===== config.mk =====
export PLATFORM = sky130hd
export DESIGN_NAME = multicycle_ctrl
export DESIGN_NICKNAME = d
export VERILOG_FILES = /design/src/rtl/rv_ctrl_pkg.sv /design/src/rtl/ctrl_opdecode.sv /design/src/rtl/multicycle_ctrl.sv
export SDC_FILE = /design/constraint.sdc
export NUM_CORES = 1
export LEC_CHECK = 0
export ABC_CLOCK_PERIOD_IN_PS = 1800
export BUFFER_PORTS_ARGS = -buffer_cell sky130_fd_sc_hd__buf_2
export CAP_MARGIN = 40
export CORE_MARGIN = 4
export CORE_UTILIZATION = 25
export CTS_BUF_LIST = sky130_fd_sc_hd__clkbuf_16
export DETAILED_ROUTE_END_ITERATION = 10
export PLACE_DENSITY = 0.44
export RECOVER_POWER = 25
export SETUP_SLACK_MARGIN = 0.15
export SLEW_MARGIN = 20
export SYNTH_ARGS = -nofsm -noshare
export SYNTH_HDL_FRONTEND = slang
export SYNTH_HIERARCHICAL = 1
export SYNTH_SLANG_ARGS = --single-unit

===== constraint.sdc =====
create_clock -name clk -period 1.8 [get_ports clk]
set_input_delay 0.36 -clock clk [delete_from_list [all_inputs] [get_ports clk]]
set_output_delay 0.36 -clock clk [all_outputs]
set_load 0.005 [all_outputs]

===== src/rtl/rv_ctrl_pkg.sv =====
// ============================================================================
// rv_ctrl_pkg
// Shared encodings for the RV32I multicycle controller, datapath and extender.
// Revision: 1.0
// ============================================================================
`default_nettype none

package rv_ctrl_pkg;

    typedef enum logic [2:0] {
        ST_RESET  = 3'd0,
        ST_FETCH  = 3'd1,
        ST_DECODE = 3'd2,
        ST_EXEC   = 3'd3,
        ST_MEM    = 3'd4,
        ST_WB     = 3'd5,
        ST_TRAP   = 3'd6
    } state_t;

    typedef enum logic [3:0] {
        CL_R      = 4'd0,
        CL_OPIMM  = 4'd1,
        CL_LOAD   = 4'd2,
        CL_STORE  = 4'd3,
        CL_BRANCH = 4'd4,
        CL_JAL    = 4'd5,
        CL_JALR   = 4'd6,
        CL_LUI    = 4'd7,
        CL_AUIPC  = 4'd8
    } iclass_t;

    localparam logic [6:0] OPC_R      = 7'b0110011;
    localparam logic [6:0] OPC_OPIMM  = 7'b0010011;
    localparam logic [6:0] OPC_LOAD   = 7'b0000011;
    localparam logic [6:0] OPC_STORE  = 7'b0100011;
    localparam logic [6:0] OPC_BRANCH = 7'b1100011;
    localparam logic [6:0] OPC_JAL    = 7'b1101111;
    localparam logic [6:0] OPC_JALR   = 7'b1100111;
    localparam logic [6:0] OPC_LUI    = 7'b0110111;
    localparam logic [6:0] OPC_AUIPC  = 7'b0010111;

    localparam logic [1:0] IMM_I = 2'b00;
    localparam logic [1:0] IMM_S = 2'b01;
    localparam logic [1:0] IMM_B = 2'b10;
    localparam logic [1:0] IMM_J = 2'b11;

    localparam logic [1:0] SRCA_PC    = 2'b00;
    localparam logic [1:0] SRCA_RS1   = 2'b01;
    localparam logic [1:0] SRCA_OLDPC = 2'b10;

    localparam logic [1:0] SRCB_RS2  = 2'b00;
    localparam logic [1:0] SRCB_IMM  = 2'b01;
    localparam logic [1:0] SRCB_FOUR = 2'b10;
    localparam logic [1:0] SRCB_IMMU = 2'b11;

    localparam logic [1:0] ALUOP_ADD   = 2'b00;
    localparam logic [1:0] ALUOP_CMP   = 2'b01;
    localparam logic [1:0] ALUOP_FUNCT = 2'b10;

    localparam logic [1:0] RES_ALU = 2'b00;
    localparam logic [1:0] RES_MEM = 2'b01;
    localparam logic [1:0] RES_PC  = 2'b10;

    // U-type classes read Imm_U directly, so the extender select stays at 00.
    function automatic logic [1:0] imm_sel_for(input iclass_t cls);
        case (cls)
            CL_STORE:  imm_sel_for = IMM_S;
            CL_BRANCH: imm_sel_for = IMM_B;
            CL_JAL:    imm_sel_for = IMM_J;
            default:   imm_sel_for = IMM_I;
        endcase
    endfunction

endpackage

`default_nettype wire


===== src/rtl/ctrl_opdecode.sv =====
// ============================================================================
// ctrl_opdecode
// Combinational opcode/funct3 classifier with legal-encoding flag.
// Revision: 1.0
// ============================================================================
`default_nettype none

module ctrl_opdecode
    import rv_ctrl_pkg::*;
(
    input  logic [6:0] i_opcode,
    input  logic [2:0] i_funct3,
    output iclass_t    o_class,
    output logic       o_legal
);

    always_comb begin
        o_class = CL_R;
        o_legal = 1'b1;
        case (i_opcode)
            OPC_R:      o_class = CL_R;
            OPC_OPIMM:  o_class = CL_OPIMM;
            OPC_LOAD:   o_class = CL_LOAD;
            OPC_STORE:  o_class = CL_STORE;
            OPC_BRANCH: o_class = CL_BRANCH;
            OPC_JAL:    o_class = CL_JAL;
            OPC_JALR: begin
                o_class = CL_JALR;
                o_legal = (i_funct3 == 3'b000);
            end
            OPC_LUI:    o_class = CL_LUI;
            OPC_AUIPC:  o_class = CL_AUIPC;
            default:    o_legal = 1'b0;
        endcase
    end

endmodule

`default_nettype wire


===== src/rtl/multicycle_ctrl.sv =====
// ============================================================================
// multicycle_ctrl
// RV32I multicycle control FSM; optional retired-instruction counter is
// enabled by defining CTRL_INSTRET_EN.
// Revision: 1.0
// ============================================================================
`default_nettype none

module multicycle_ctrl
    import rv_ctrl_pkg::*;
(
    input  logic        clk,
    input  logic        rst_n,
    input  logic [6:0]  opcode,
    input  logic [2:0]  funct3,
    input  logic        br_cond,
    input  logic        mem_ready,
    output logic        pc_write,
    output logic        ir_write,
    output logic        reg_write,
    output logic        mem_req,
    output logic        mem_we,
    output logic [1:0]  alu_src_a,
    output logic [1:0]  alu_src_b,
    output logic [1:0]  alu_op,
    output logic [1:0]  result_sel,
    output logic [1:0]  imm_sel,
    output logic        illegal
`ifdef CTRL_INSTRET_EN
    ,
    output logic [31:0] instret
`endif
);

    state_t  r_state;
    state_t  w_next;
    iclass_t r_class;
    iclass_t w_class;
    logic    w_legal;

    ctrl_opdecode u_opdecode (
        .i_opcode (opcode),
        .i_funct3 (funct3),
        .o_class  (w_class),
        .o_legal  (w_legal)
    );

    always_ff @(posedge clk or negedge rst_n) begin
        if (!rst_n) begin
            r_state <= ST_RESET;
            r_class <= CL_R;
        end else begin
            r_state <= w_next;
            if (r_state == ST_DECODE) begin
                r_class <= w_class;
            end
        end
    end

    always_comb begin
        w_next = r_state;
        case (r_state)
            ST_RESET:  w_next = ST_FETCH;
            ST_FETCH:  if (mem_ready) w_next = ST_DECODE;
            ST_DECODE: w_next = w_legal ? ST_EXEC : ST_TRAP;
            ST_EXEC: begin
                case (r_class)
                    CL_LOAD, CL_STORE: w_next = ST_MEM;
                    CL_BRANCH:         w_next = ST_FETCH;
                    default:           w_next = ST_WB;
                endcase
            end
            ST_MEM: begin
                if (mem_ready) w_next = (r_class == CL_STORE) ? ST_FETCH : ST_WB;
            end
            ST_WB:     w_next = ST_FETCH;
            ST_TRAP:   w_next = ST_TRAP;
            default:   w_next = ST_RESET;
        endcase
    end

    always_comb begin
        pc_write   = 1'b0;
        ir_write   = 1'b0;
        reg_write  = 1'b0;
        mem_req    = 1'b0;
        mem_we     = 1'b0;
        alu_src_a  = SRCA_PC;
        alu_src_b  = SRCB_RS2;
        alu_op     = ALUOP_ADD;
        result_sel = RES_ALU;
        imm_sel    = IMM_I;
        illegal    = 1'b0;
        case (r_state)
            ST_FETCH: begin
                mem_req   = 1'b1;
                alu_src_b = SRCB_FOUR;
                ir_write  = mem_ready;
                pc_write  = mem_ready;
            end
            ST_DECODE: begin
                imm_sel = w_legal ? imm_sel_for(w_class) : IMM_I;
            end
            ST_EXEC: begin
                imm_sel = imm_sel_for(r_class);
                case (r_class)
                    CL_R: begin
                        alu_src_a = SRCA_RS1;
                        alu_op    = ALUOP_FUNCT;
                    end
                    CL_OPIMM: begin
                        alu_src_a = SRCA_RS1;
                        alu_src_b = SRCB_IMM;
                        alu_op    = ALUOP_FUNCT;
                    end
                    CL_LOAD, CL_STORE: begin
                        alu_src_a = SRCA_RS1;
                        alu_src_b = SRCB_IMM;
                    end
                    CL_BRANCH: begin
                        alu_src_a = SRCA_OLDPC;
                        alu_src_b = SRCB_IMM;
                        pc_write  = br_cond;
                    end
                    CL_JAL: begin
                        alu_src_a = SRCA_OLDPC;
                        alu_src_b = SRCB_IMM;
                        pc_write  = 1'b1;
                    end
                    CL_JALR: begin
                        alu_src_a = SRCA_RS1;
                        alu_src_b = SRCB_IMM;
                        pc_write  = 1'b1;
                    end
                    CL_LUI:   alu_src_b = SRCB_IMMU;
                    CL_AUIPC: begin
                        alu_src_a = SRCA_OLDPC;
                        alu_src_b = SRCB_IMMU;
                    end
                    default: ;
                endcase
            end
            ST_MEM: begin
                imm_sel = imm_sel_for(r_class);
                mem_req = 1'b1;
                mem_we  = (r_class == CL_STORE);
            end
            ST_WB: begin
                imm_sel   = imm_sel_for(r_class);
                reg_write = 1'b1;
                case (r_class)
                    CL_LOAD:         result_sel = RES_MEM;
                    CL_JAL, CL_JALR: result_sel = RES_PC;
                    default:         result_sel = RES_ALU;
                endcase
            end
            ST_TRAP:  illegal = 1'b1;
            default: ;
        endcase
    end

`ifdef CTRL_INSTRET_EN
    logic        w_retire;
    logic [31:0] r_instret;

    // Counts on the final cycle of each instruction; TRAP never reaches these states.
    assign w_retire = ((r_state == ST_EXEC) && (r_class == CL_BRANCH))
                   || ((r_state == ST_MEM) && (r_class == CL_STORE) && mem_ready)
                   || (r_state == ST_WB);

    always_ff @(posedge clk or negedge rst_n) begin
        if (!rst_n) begin
            r_instret <= 32'd0;
        end else if (w_retire) begin
            r_instret <= r_instret + 32'd1;
        end
    end

    assign instret = r_instret;
`endif

endmodule

`default_nettype wire


* Word level (Yosys, flattened, before mapping)
Index checks and enable logic that the tools add are counted.
** Word-level totals
- Output and inout bits :: 16
- Input bits :: 14
- Bits in registers :: 7
** Cells by class
- Reductions and logical operators :: 15
- Equal/unequal tests :: 28
- Multiplexer cells :: 27
** Operators with widths (number)
- $pmux W4 S8 :: 1
- $eq A4 B3 Y1 const B :: 6
- $eq A7 B6 Y1 const B :: 3
- $eq A7 B7 Y1 const B :: 3
- $pmux W2 S2 :: 5
- $pmux W3 S6 :: 1
- $eq A7 B5 Y1 const B :: 2
- $eq A4 B2 Y1 const B :: 3
- $mux W3 :: 4
- $pmux W2 S3 :: 2
- $reduce_or A2 Y1 :: 6
- $mux W2 :: 5
- $eq A3 B3 Y1 const B :: 3
- $reduce_or A8 Y1 :: 1
- $eq A7 B2 Y1 const B :: 1
- $eq A3 B2 Y1 const B :: 2
- $logic_not A3 Y1 :: 2
- $pmux W1 S2 :: 3
- $pmux W3 S2 :: 1
- $reduce_or A3 Y1 :: 2
- $reduce_or A6 Y1 :: 1
- $mux W1 :: 5
- $reduce_or A5 Y1 :: 1
- $eq A4 B1 Y1 const B :: 1
- other kinds (5) :: 6

* Longest topological paths before layout
Gate-level depths: netlist (run 1).
- Depth in word-level cells :: 6
- Mapped depth :: 7

* Modules after synthesis
Netlist (run 1), hierarchy kept.
** Modules (own cells, without submodules)
- multicycle_ctrl :: instances 1, area an instance 651.9 um^2, sequential area each 175.2 um^2, cells each 72
- ctrl_opdecode :: instances 1, area an instance 177.7 um^2, sequential area each 0.0 um^2, cells each 26

* Least setup slack after synthesis (run 1)
Ideal clock, no wire load.
- Path kind :: input -> output
- From :: input port opcode[4]
- To :: output port imm_sel[0]
- Arrival time :: 1.312 ns
- Setup slack :: 0.128 ns
- Cell stages on the path :: 7
- Required time :: 1.440 ns
- Cell sequence :: buf_6 > xor2_1 > a31oi_1 > nor3_1 > xor2_1 > nand2_1 > o22ai_1
** Between the ends
- Word-level cells in the longest chain between the ends :: 6
** Ends and longest elaborated chain
- start: declaration :: RTL line multicycle_ctrl.sv:14 : input logic [6:0] opcode,
- $eq A7 B5 Y1 (tied with other cells) :: RTL line ctrl_opdecode.sv:20 : case (i_opcode)
- $pmux W4 S8 (*) :: RTL line ctrl_opdecode.sv:20
- named net w_class[1] :: RTL line multicycle_ctrl.sv:38 : iclass_t w_class;
- $eq A4 B3 Y1 or $eq A4 B2 Y1 (tied branches) :: RTL line rv_ctrl_pkg.sv:66 : case (cls)
- $pmux W2 S3 (*) :: RTL line rv_ctrl_pkg.sv:66
- $mux W2 (*) :: RTL line multicycle_ctrl.sv:102 : imm_sel = w_legal ? imm_sel_for(w_class) : IMM_I;
- $pmux W2 S2 (*) :: RTL line multicycle_ctrl.sv:94 : case (r_state)
- end: declaration :: RTL line multicycle_ctrl.sv:27 : output logic [1:0] imm_sel,
The timed path passes the listed nets; every way through them passes the cells marked *.

* Final worst setup path (run 1)
- From :: register r_state[1]
- To :: output port result_sel[0]
** Between the ends
- Word-level cells in the longest chain between the ends :: 2
** Ends and longest elaborated chain
- start: declaration :: RTL line multicycle_ctrl.sv:35 : state_t r_state;
- start signal: assignment :: RTL line multicycle_ctrl.sv:53 : r_state <= w_next;
- $eq A3 B3 Y1 :: RTL line multicycle_ctrl.sv:94
- $mux W2 :: RTL line multicycle_ctrl.sv:94
- end: declaration :: RTL line multicycle_ctrl.sv:26 : output logic [1:0] result_sel,
No other way between the ends.

==> results of run 1 <==
[worst max-delay path: stages, from the launching register on]
cell	delay, ps
dfrtp_2	440
and2b_2	270
nand2_2	90
nor4_2	260
buf_2	150
[through the flow]
stage,cells,util [%]
final,206,51.49
after global routing,206,51.49
after CTS,202,48.43
after detailed placement,181,35.65
after global placement,181,35.65
after floorplan,98,-
[worst max path at each step]
stage	startpoint	end	slack (ps)
after CTS	opcode[6]	imm_sel[0]	-30
after global placement	opcode[2]	imm_sel[0]	-90
after detailed placement	opcode[2]	imm_sel[0]	-110
final	r_state[1]	result_sel[0]	-6
after floorplan	opcode[4]	imm_sel[0]	150
after global routing	r_state[1]	result_sel[0]	-90
[Yosys cell counts (2+ instances only)]
cell type / number / area, sq um
nor3_1: 9 / 45.04
dfrtp_1: 7 / 175.2
nand2_1: 6 / 22.52
nand2b_1: 6 / 37.54
a21oi_1: 5 / 25.02
buf_4: 4 / 30.03
mux2_2: 4 / 45.04
nand3_1: 4 / 20.02
buf_6: 3 / 33.78
inv_1: 3 / 11.26
nand3b_1: 3 / 22.52
nor2_1: 3 / 11.26
o22ai_1: 3 / 18.77
xor2_1: 3 / 26.28
a211oi_1: 2 / 15.01
a31oi_1: 2 / 12.51
buf_2: 2 / 10.01
nand4b_1: 2 / 17.52
nor2b_1: 2 / 12.51
nor3b_1: 2 / 15.01
nor4_1: 2 / 12.51
o32ai_1: 2 / 17.52
xnor2_1: 2 / 17.52
[metal layers]
| layer | GRT usage, % | share of wire (%) | up-vias |
|---|---|---|---|
| met4 | 5.699 | 1.3 | 0 |
| met1 | 18.16 | 47 | 469 |
| met3 | 2.735 | 4.1 | 5 |
| met5 | 0 | 0 | - |
| li1 | - | - | 493 |
| met2 | 22.63 | 48 | 22 |
[timing repair]
action	in CTS	in global routing
hold buffers	1	0
pin swaps	19	9
resized for setup	50	13
buffers inserted	16	4
endpoints found under the setup margin	13	12
endpoints found under the hold margin	7	0
[power by group through the flow]
stage / clock network (W) / logic, W / registers [W]
finish: 0.000372 / 0.000992 / 0.000295
CTS: 0.000380 / 0.000877 / 0.000293
detailed placement: 0 / 0.000607 / 0.000295
floorplan: 0 / 0.000437 / 0.000236
global placement: 0 / 0.000602 / 0.000295
global route: 0.000389 / 0.00108 / 0.000302
[layout make-up]
type	instances	share of cell area, %
clock buffers	3	4.699
clock inverters	1	0.2349
inverters	3	0.7048
multi-input cells	79	47.14
flip-flops and latches	7	11.43
well taps	44	3.446
repair buffers	69	32.34
[registers in the layout (all words and copies together), names as in the netlist]
| name | cells |
|---|---|
| r_class | 4 |
| r_state | 3 |
[cells by family (layout without fill, tap and decap cells)]
| family | count (synthesis) | in the layout |
|---|---|---|
| flip-flops | 7 | 7 |
| AND/OR/NAND/NOR | 49 | 49 |
| XOR/XNOR | 5 | 5 |
| buffers and inverters | 12 | 76 |
| multiplexers | 4 | 4 |
| AO/OA/AOI/OAI | 20 | 20 |
| other | 1 | 1 |
==> impl_metrics.py, run 1 <==
metrics = {
    "synthesis": {
        "synthFlopType": "dfrtp_1",
        "synth_xor_area_share_pct": 5.279,
        "muxShareOfSynthArea_pct": 5.430,
        "synth_edf_count": 0,
        "synth_top_family_by_area": "simple AND/OR/NAND/NOR gates",
        "ys_seq_area_share_pct": 21.12,
        "syn_inst": 98,
        "synth_area_sq_um": 829.5,
        "syn_area_per_cell_sq_um": 8.465,
        "yosysWarnings": 6,
        "synth_cell_types": 40,
        "async_flop_share_pct": 100.0,
        "synthAdderAreaFrac_pct": 0,
        "synth_compound_area_share_pct": 18.25,
        "syn-num-nets": 112,
        "yosys.area_share.simple_pct": 39.22,
        "synth_seq_cells": 7,
    },
    "sta": {
        "fin_skew_ps": 0.4777,
        "setup_ws_ps": -6.343,
        "final_max_slew_viol_count": 0,
        "rsz0062_at_grt": "yes",
        "fmax_mhz": 553.6,
        "hold_viol": 0,
        "min_period_ps": 1806,
        "fin_crit_sh_pct": 100.4,
        "tns_ps": -7.217,
        "setup_viol": 2,
        "timing.hold.ws_ps": 516.0,
    },
    "routing": {
        "drtAntennaViolNets": 0,
        "vias": 989,
        "wl_per_cell_um": 14.12,
        "vias_per_cell": 4.801,
        "wl_um": 2909,
        "drc_errors": 0,
        "first_pass_iters": 4,
        "first_iter_violations": 61,
    },
    "setup_path": {
        "endpoint_kind": "output pin",
        "r2r-start": "r_class[1]",
        "cp_max_fo": 5,
        "worstRegToRegCells": 5,
        "path_class": "reg2out",
        "cp.arrival_ps": 1450,
        "r2r_slack_ps": 320,
        "start_kind": "flop",
        "cp.required_ps": 1440,
        "timing.rr.end": "r_state[2]",
    },
    "power": {
        "netSwitchingPower_w": 0.0006212,
        "p_total_w": 0.001659,
        "p_leak_nw": 0.7098,
        "p_int_w": 0.001038,
        "ir_drop_uv": 504.1,
        "power.density_mw_per_mm2": 1038,
        "seqPwrFrac_pct": 17.8,
        "pwr-share-comb_pct": 59.8,
        "clock_power_share_pct": 22.4,
        "switching_share_pct": 37.45,
    },
    "global_routing": {
        "grt-ovfl-total": 0,
        "grt_pass1_vias": 988,
        "grt_pass1_wl_um": 4733,
        "track_usage_pct": 14.02,
        "antenna_found_initial": 0,
        "grt_max_degree": 9,
    },
    "place": {
        "place_congestion": 0.7824,
        "hpwl_um": 1890,
        "dp_slack_ps": -113.0,
        "dpl_cell_area_sq_mm": 0.001106,
        "portBuffers": 28,
    },
    "clocking": {
        "cts.sinks": 7,
        "root_buffer": "clkbuf_16",
        "cts_tree": "built",
        "clock_path_buffers": 2,
        "clk_pin_slew_ps": 30,
        "htreeDepth": 1,
        "numCtsBuffers": 3,
        "clk_latency_ps": 230,
    },
    "die": {
        "ios": 30,
        "die_y_um": 65.61,
        "core-area_sq_mm": 0.003103,
        "rows": 20,
        "start_util_pct": 26.73,
        "die_w_um": 65.61,
        "dieArea_sq_mm": 0.004304,
    },
    "layout": {
        "nNetsFinal": 177,
        "seqCellArea_sq_um": 182.7,
        "synthToLayoutAreaGrowth_pct": 92.61,
        "drive_gt1_share_pct": 69.14,
        "diodes": 0,
        "multi_input_area_sq_um": 753.2,
        "final_cell_area_sq_mm": 0.001598,
        "fill_cells": 312,
        "final_common_cell": "buf_4",
        "final_cell_mix": "30 x buf_4, 24 x buf_2, 10 x buf_6",
    },
    "worst_hold_path": {
        "hp-class": "in2reg",
        "hold_path_end": "r_state[2]",
        "min_from": "mem_ready",
        "hold_path_depth": 3,
    },
    "run": {
        "cap_violations": 0,
    },
    "run_status": {
        "violations": "negative setup slack",
        "status": "finished, violations left",
    },
}
No activity file was read; power rests on OpenSTA's default activity.
==> inputs of run 2 (changes only) <==
--- a/config.mk
+++ b/config.mk
@@ -8,11 +8,13 @@
 export ABC_CLOCK_PERIOD_IN_PS = 1800
 export BUFFER_PORTS_ARGS = -buffer_cell sky130_fd_sc_hd__buf_2
 export CAP_MARGIN = 40
+export CELL_PAD_IN_SITES_DETAIL_PLACEMENT = 1
+export CELL_PAD_IN_SITES_GLOBAL_PLACEMENT = 1
 export CORE_MARGIN = 4
 export CORE_UTILIZATION = 25
 export CTS_BUF_LIST = sky130_fd_sc_hd__clkbuf_16
 export DETAILED_ROUTE_END_ITERATION = 10
-export PLACE_DENSITY = 0.44
+export PLACE_DENSITY = 0.57
 export RECOVER_POWER = 25
 export SETUP_SLACK_MARGIN = 0.15
 export SLEW_MARGIN = 20
@@ -20,3 +22,4 @@
 export SYNTH_HDL_FRONTEND = slang
 export SYNTH_HIERARCHICAL = 1
 export SYNTH_SLANG_ARGS = --single-unit
+export TNS_END_PERCENT = 1
==> run 2 against run 1 <==
The flow still finishes with violations (negative setup slack). Sequential cell count did not move. Global-route usage decreased by 2.0 points. Critical path depth grew 4. Final cell count down 9.7%. Register-to-register slack improved by 50 ps. Sequential share of layout area rose by 2.3 points. Sequential power is essentially flat. Maximum frequency shrank 1.6%. Non-clock buffer count fell by 20. Critical path type is now in2out. Clock skew grew 1.2 ps. Power down 19%. Setup slack worse by 30 ps.
==> impl_metrics.py, run 2 (synthesis results as in run 1) <==
metrics = {
    "layout": {
        "largest_reg_flops": 4,
        "drive_gt1_share_pct": 61.27,
        "nNetsFinal": 157,
        "synthToLayoutAreaGrowth_pct": 60.33,
        "final_cell_mix": "24 x buf_2, 21 x buf_4, 6 x nor3_2, 6 x dfrtp_2, 5 x nand2_1",
        "final_cell_area_sq_mm": 0.001330,
        "largest_register": "r_class",
        "final_common_cell": "buf_2",
        "diodes": 0,
        "stdcell_count": 186,
        "top_regs": "r_class x4, r_state x3",
    },
    "setup_path": {
        "start_kind": "input port",
        "cp_max_fo": 4,
        "r2r_slack_ps": 370,
        "cp_top_family": "simple AND/OR/NAND/NOR gates",
        "cp.required_ps": 1440,
        "r2r-start": "r_state[0]",
        "cp_num_buf_inv": 2,
        "crit_slowest_cell": "nor3_2",
        "cp.arrival_ps": 1480,
        "crit_start": "opcode[6]",
        "timing.rr.end": "r_class[0]",
        "cp.depth": 8,
        "worstRegToRegCells": 4,
        "cp-endpoint": "imm_sel[0]",
        "path_class": "in2out",
        "crit_path_cell_trace": "buf_8 -> xor2_1 -> a31oi_1 -> nor3_2 -> xor2_1 -> nand2_1 -> o22ai_1 -> buf_2",
        "slowest_delay_ps": 250,
        "endpoint_kind": "output pin",
        "cp_common_cell": "xor2_1",
    },
    "routing": {
        "vias": 920,
        "wl_um": 2616,
        "vias_per_cell": 4.946,
        "wl_per_cell_um": 14.06,
        "first_pass_iters": 4,
        "first_iter_violations": 35,
        "drc_errors": 0,
        "drtAntennaViolNets": 0,
    },
    "clocking": {
        "cts_tree": "built",
        "numCtsBuffers": 3,
        "clk_pin_slew_ps": 30,
        "clk_latency_ps": 220,
        "root_buffer": "clkbuf_16",
        "clock_path_buffers": 2,
        "cts.sinks": 7,
        "htreeDepth": 1,
    },
    "sta": {
        "setup_viol": 2,
        "timing.hold.ws_ps": 504.2,
        "final_max_slew_viol_count": 0,
        "fin_crit_sh_pct": 102.0,
        "setup_ws_ps": -36.40,
        "min_period_ps": 1836,
        "tns_ps": -57.36,
        "hold_viol": 0,
        "rsz0062_at_grt": "yes",
        "fmax_mhz": 544.5,
        "fin_skew_ps": 1.672,
    },
    "place": {
        "dpl_cell_area_sq_mm": 0.001099,
        "place_inst": 180,
        "hpwl_um": 2004,
        "place_congestion": 0.7709,
        "portBuffers": 28,
        "dp_slack_ps": -86.48,
    },
    "run_status": {
        "violations": "negative setup slack",
        "status": "finished, violations left",
    },
    "global_routing": {
        "antenna_found_initial": 0,
        "grt-ovfl-total": 0,
        "grt_pass1_wl_um": 4105,
        "grt_pass1_vias": 903,
        "track_usage_pct": 12.04,
        "grt_max_degree": 13,
    },
    "die": {
        "start_util_pct": 26.73,
        "die_w_um": 65.61,
        "dieArea_sq_mm": 0.004304,
        "core-area_sq_mm": 0.003103,
        "ios": 30,
        "die_y_um": 65.61,
        "rows": 20,
    },
    "power": {
        "power.density_mw_per_mm2": 1014,
        "ir_drop_uv": 593.8,
        "p_leak_nw": 0.5728,
    },
    "run": {
        "cap_violations": 0,
    },
    "worst_hold_path": {
        "hp-class": "in2reg",
    },
}
[run 2: changes by cell type in the layout (fill, tap and decap cells not counted), moves of 2 or more]
cell,change
a21oi_1,+2
a21oi_2,-2
buf_4,-9
buf_6,-9
buf_8,-2
nand2b_2,+2
nand2b_4,-3
nor2_2,+2
nor2_4,-2
nor3_2,+2
[run 2: repair_timing]
item,in CTS,in global routing
gates resized for setup,17,18
hold endpoints to repair,7,0
cloned,0,0
pin swaps,6,11
buffers inserted,1,0
setup endpoints to repair,13,14
hold buffers,1,0
[run 2: how the worst min path moves through the flow]
stage / startpoint / endpoint / cells after the start
2_1_floorplan: rst_n / r_class[0] / 0
3_3_place_gp: rst_n / r_state[1] / 1
3_5_place_dp: rst_n / r_state[0] / 1
4_1_cts: rst_n / r_state[0] / 2
5_1_grt: mem_ready / r_state[2] / 3
6_report: mem_ready / r_state[2] / 3
[run 2: power breakdown]
group          internal [W]  total, W  switching, W
clock network      0.000288  0.000358     0.0000704
registers          0.000207  0.000298     0.0000910
logic              0.000357  0.000692      0.000336
[run 2: layer usage]
| metal | GRT usage [%] | share of wire, % |
|---|---|---|
| met3 | 1.709 | 4.6 |
| met1 | 16.79 | 48 |
| met2 | 19.72 | 47 |
| met4 | 2.332 | 0.54 |
| met5 | 0 | 0 |
[run 2: worst register-to-register path, stage by stage (launching register included)]
cell	delay, ps
dfrtp_2	450
buf_4	170
nor3b_4	190
buf_4	160
mux2_2	340
[run 2: layout make-up]
cell class | instances | area [sq um]
clock inverter | 1 | 3.754
timing repair buffer | 49 | 317.8
clock buffer | 3 | 75.07
tap | 44 | 55.05
inverter | 3 | 11.26
multi-input combinational | 79 | 684.4
sequential | 7 | 182.7
fill | 399 | 1773
[run 2: stage by stage]
| step | util (%) | power, W |
|---|---|---|
| finish | 42.86 | 0.001349 |
| global route | 42.86 | 0.001455 |
| CTS | 40.69 | 0.001311 |
| detailed placement | 35.40 | 0.0009167 |
| global placement | 35.40 | 0.0009030 |
| floorplan | - | 0.0006734 |
==> inputs of run 3 (changes only) <==
--- a/config.mk
+++ b/config.mk
@@ -16,7 +16,6 @@
 export DETAILED_ROUTE_END_ITERATION = 10
 export PLACE_DENSITY = 0.57
 export RECOVER_POWER = 25
-export SETUP_SLACK_MARGIN = 0.15
 export SLEW_MARGIN = 20
 export SYNTH_ARGS = -nofsm -noshare
 export SYNTH_HDL_FRONTEND = slang
==> run 3 against run 2 <==
The flow still finishes with violations (negative setup slack). Global-route usage increased by 1.8 points. Critical path depth is 1 lower. Core utilization grew 0.081 points. Maximum frequency fell by 0.87%. Die area stayed put. Critical path type unchanged. Largest cell class unchanged. Largest power group unchanged.
==> impl_metrics.py, run 3 (synthesis results as in run 1) <==
metrics = {
    "die": {
        "die_w_um": 65.61,
        "rows": 20,
        "ios": 30,
        "start_util_pct": 26.73,
        "die_y_um": 65.61,
        "dieArea_sq_mm": 0.004304,
        "core-area_sq_mm": 0.003103,
    },
    "setup_path": {
        "cp.arrival_ps": 1490,
        "cp_max_fo": 6,
        "path_class": "in2out",
        "worstRegToRegCells": 4,
        "start_kind": "input port",
        "r2r-start": "r_state[0]",
        "r2r_slack_ps": 420,
        "timing.rr.end": "r_class[3]",
        "endpoint_kind": "output pin",
        "cp.required_ps": 1440,
    },
    "layout": {
        "fill_cells": 393,
        "final_util_pct": 42.94,
        "drive_gt1_share_pct": 60.56,
        "nNetsFinal": 157,
        "final_cell_area_sq_mm": 0.001333,
        "final_cell_mix": "24 x buf_2, 21 x buf_4, 6 x nor3_2",
        "largest_reg_flops": 4,
        "final_common_cell": "buf_2",
        "diodes": 0,
        "largest_register": "r_class",
        "top_regs": "r_class x4, r_state x3",
        "synthToLayoutAreaGrowth_pct": 60.63,
    },
    "power": {
        "p_total_w": 0.001398,
        "power.density_mw_per_mm2": 1049,
        "ir_drop_uv": 295.5,
        "p_leak_nw": 0.5733,
    },
    "clocking": {
        "clk_latency_ps": 240,
        "htreeDepth": 1,
        "clock_path_buffers": 2,
        "root_buffer": "clkbuf_16",
        "numCtsBuffers": 3,
        "cts_tree": "built",
        "cts.sinks": 7,
        "clk_pin_slew_ps": 40,
    },
    "sta": {
        "fin_skew_ps": 7.040,
        "rsz0062_at_grt": "yes",
        "setup_ws_ps": -52.58,
        "timing.hold.ws_ps": 500.1,
        "fmax_mhz": 539.8,
        "hold_viol": 0,
        "fin_crit_sh_pct": 102.9,
        "min_period_ps": 1853,
        "setup_viol": 4,
        "final_max_slew_viol_count": 0,
    },
    "place": {
        "dp_slack_ps": -135.2,
        "dpl_cell_area_sq_mm": 0.001079,
        "portBuffers": 28,
        "place_congestion": 0.8383,
        "hpwl_um": 2039,
    },
    "run_status": {
        "violations": "negative setup slack",
        "status": "finished, violations left",
    },
    "worst_hold_path": {
        "hp-class": "in2reg",
        "hold_path_depth": 3,
        "hold_path_end": "r_state[2]",
        "min_from": "mem_ready",
    },
    "global_routing": {
        "antenna_found_initial": 0,
        "grt_pass1_vias": 966,
        "grt_max_degree": 11,
        "grt_pass1_wl_um": 4643,
        "track_usage_pct": 13.86,
        "grt-ovfl-total": 0,
    },
    "run": {
        "cap_violations": 0,
    },
    "routing": {
        "first_iter_violations": 27,
        "first_pass_iters": 4,
        "drtAntennaViolNets": 0,
        "vias_per_cell": 4.812,
        "wl_per_cell_um": 15.28,
        "wl_um": 2843,
        "drc_errors": 0,
        "vias": 895,
    },
}
[run 3: cell count changes in the layout (fill, tap and decap cells not counted), sizes merged]
cell    change
inv         -1
clkinv      +1
[run 3: final cells by class]
cell class	count	area [sq um]	area share (%)
Clock buffer	3	75.07	5.634
Clock inverter	1	5.005	0.3756
Inverter	3	11.26	0.8451
Multi-Input combinational cell	79	679.4	50.99
Sequential cell	7	180.2	13.52
Tap cell	44	55.05	4.131
Timing Repair Buffer	49	326.6	24.51
[run 3: how the worst max path moves through the flow]
stage / slack [ps] / end / start / cells after the start
after floorplan: 130 / imm_sel[0] / opcode[4] / 7
after global placement: -60 / imm_sel[0] / opcode[4] / 8
after detailed placement: -140 / imm_sel[0] / opcode[4] / 8
after CTS: -30 / imm_sel[0] / opcode[6] / 8
after global routing: -120 / imm_sel[1] / r_state[1] / 4
final: -50 / imm_sel[0] / opcode[2] / 7
[run 3: routing by layer]
metal	GRT usage (%)	part of all wire, %	wire length, um	vias to the layer above
met5	0	0	0	-
met4	4.145	1.5	42	0
met3	2.906	3.8	108	5
met2	24.91	53	1502	21
met1	16.37	42	1189	423
li1	-	-	-	446
[run 3: power by group]
group | leakage (nW) | internal [W] | switching, W
clock | 0.0409 | 0.000293 | 0.000102
combinational | 0.447 | 0.000369 | 0.000358
sequential | 0.0857 | 0.000204 | 0.0000708
[run 3: repair_timing]
item | 4_1_cts | 5_1_grt
endpoints found under the setup margin | 9 | 10
pin swaps | 7 | 7
resized for setup | 21 | 12
buffers inserted | 3 | 0
hold buffers | 1 | 0
endpoints found under the hold margin | 7 | 0
[run 3: critical path, stage by stage]
cell	delay (ps)
buf_4	110
nand2b_4	140
nand3b_4	100
o32ai_4	290
nand3b_1	170
o22ai_2	190
buf_2	130
[run 3: through the flow]
| step | TNS, ps | std cells |
|---|---|---|
| 2_1_floorplan | 0 | 98 |
| 4_1_cts | -67.04 | 186 |
| 3_5_place_dp | -213.1 | 178 |
| 3_3_place_gp | -67.66 | 178 |
| 6_report | -96.96 | 186 |
| 5_1_grt | -477.4 | 186 |
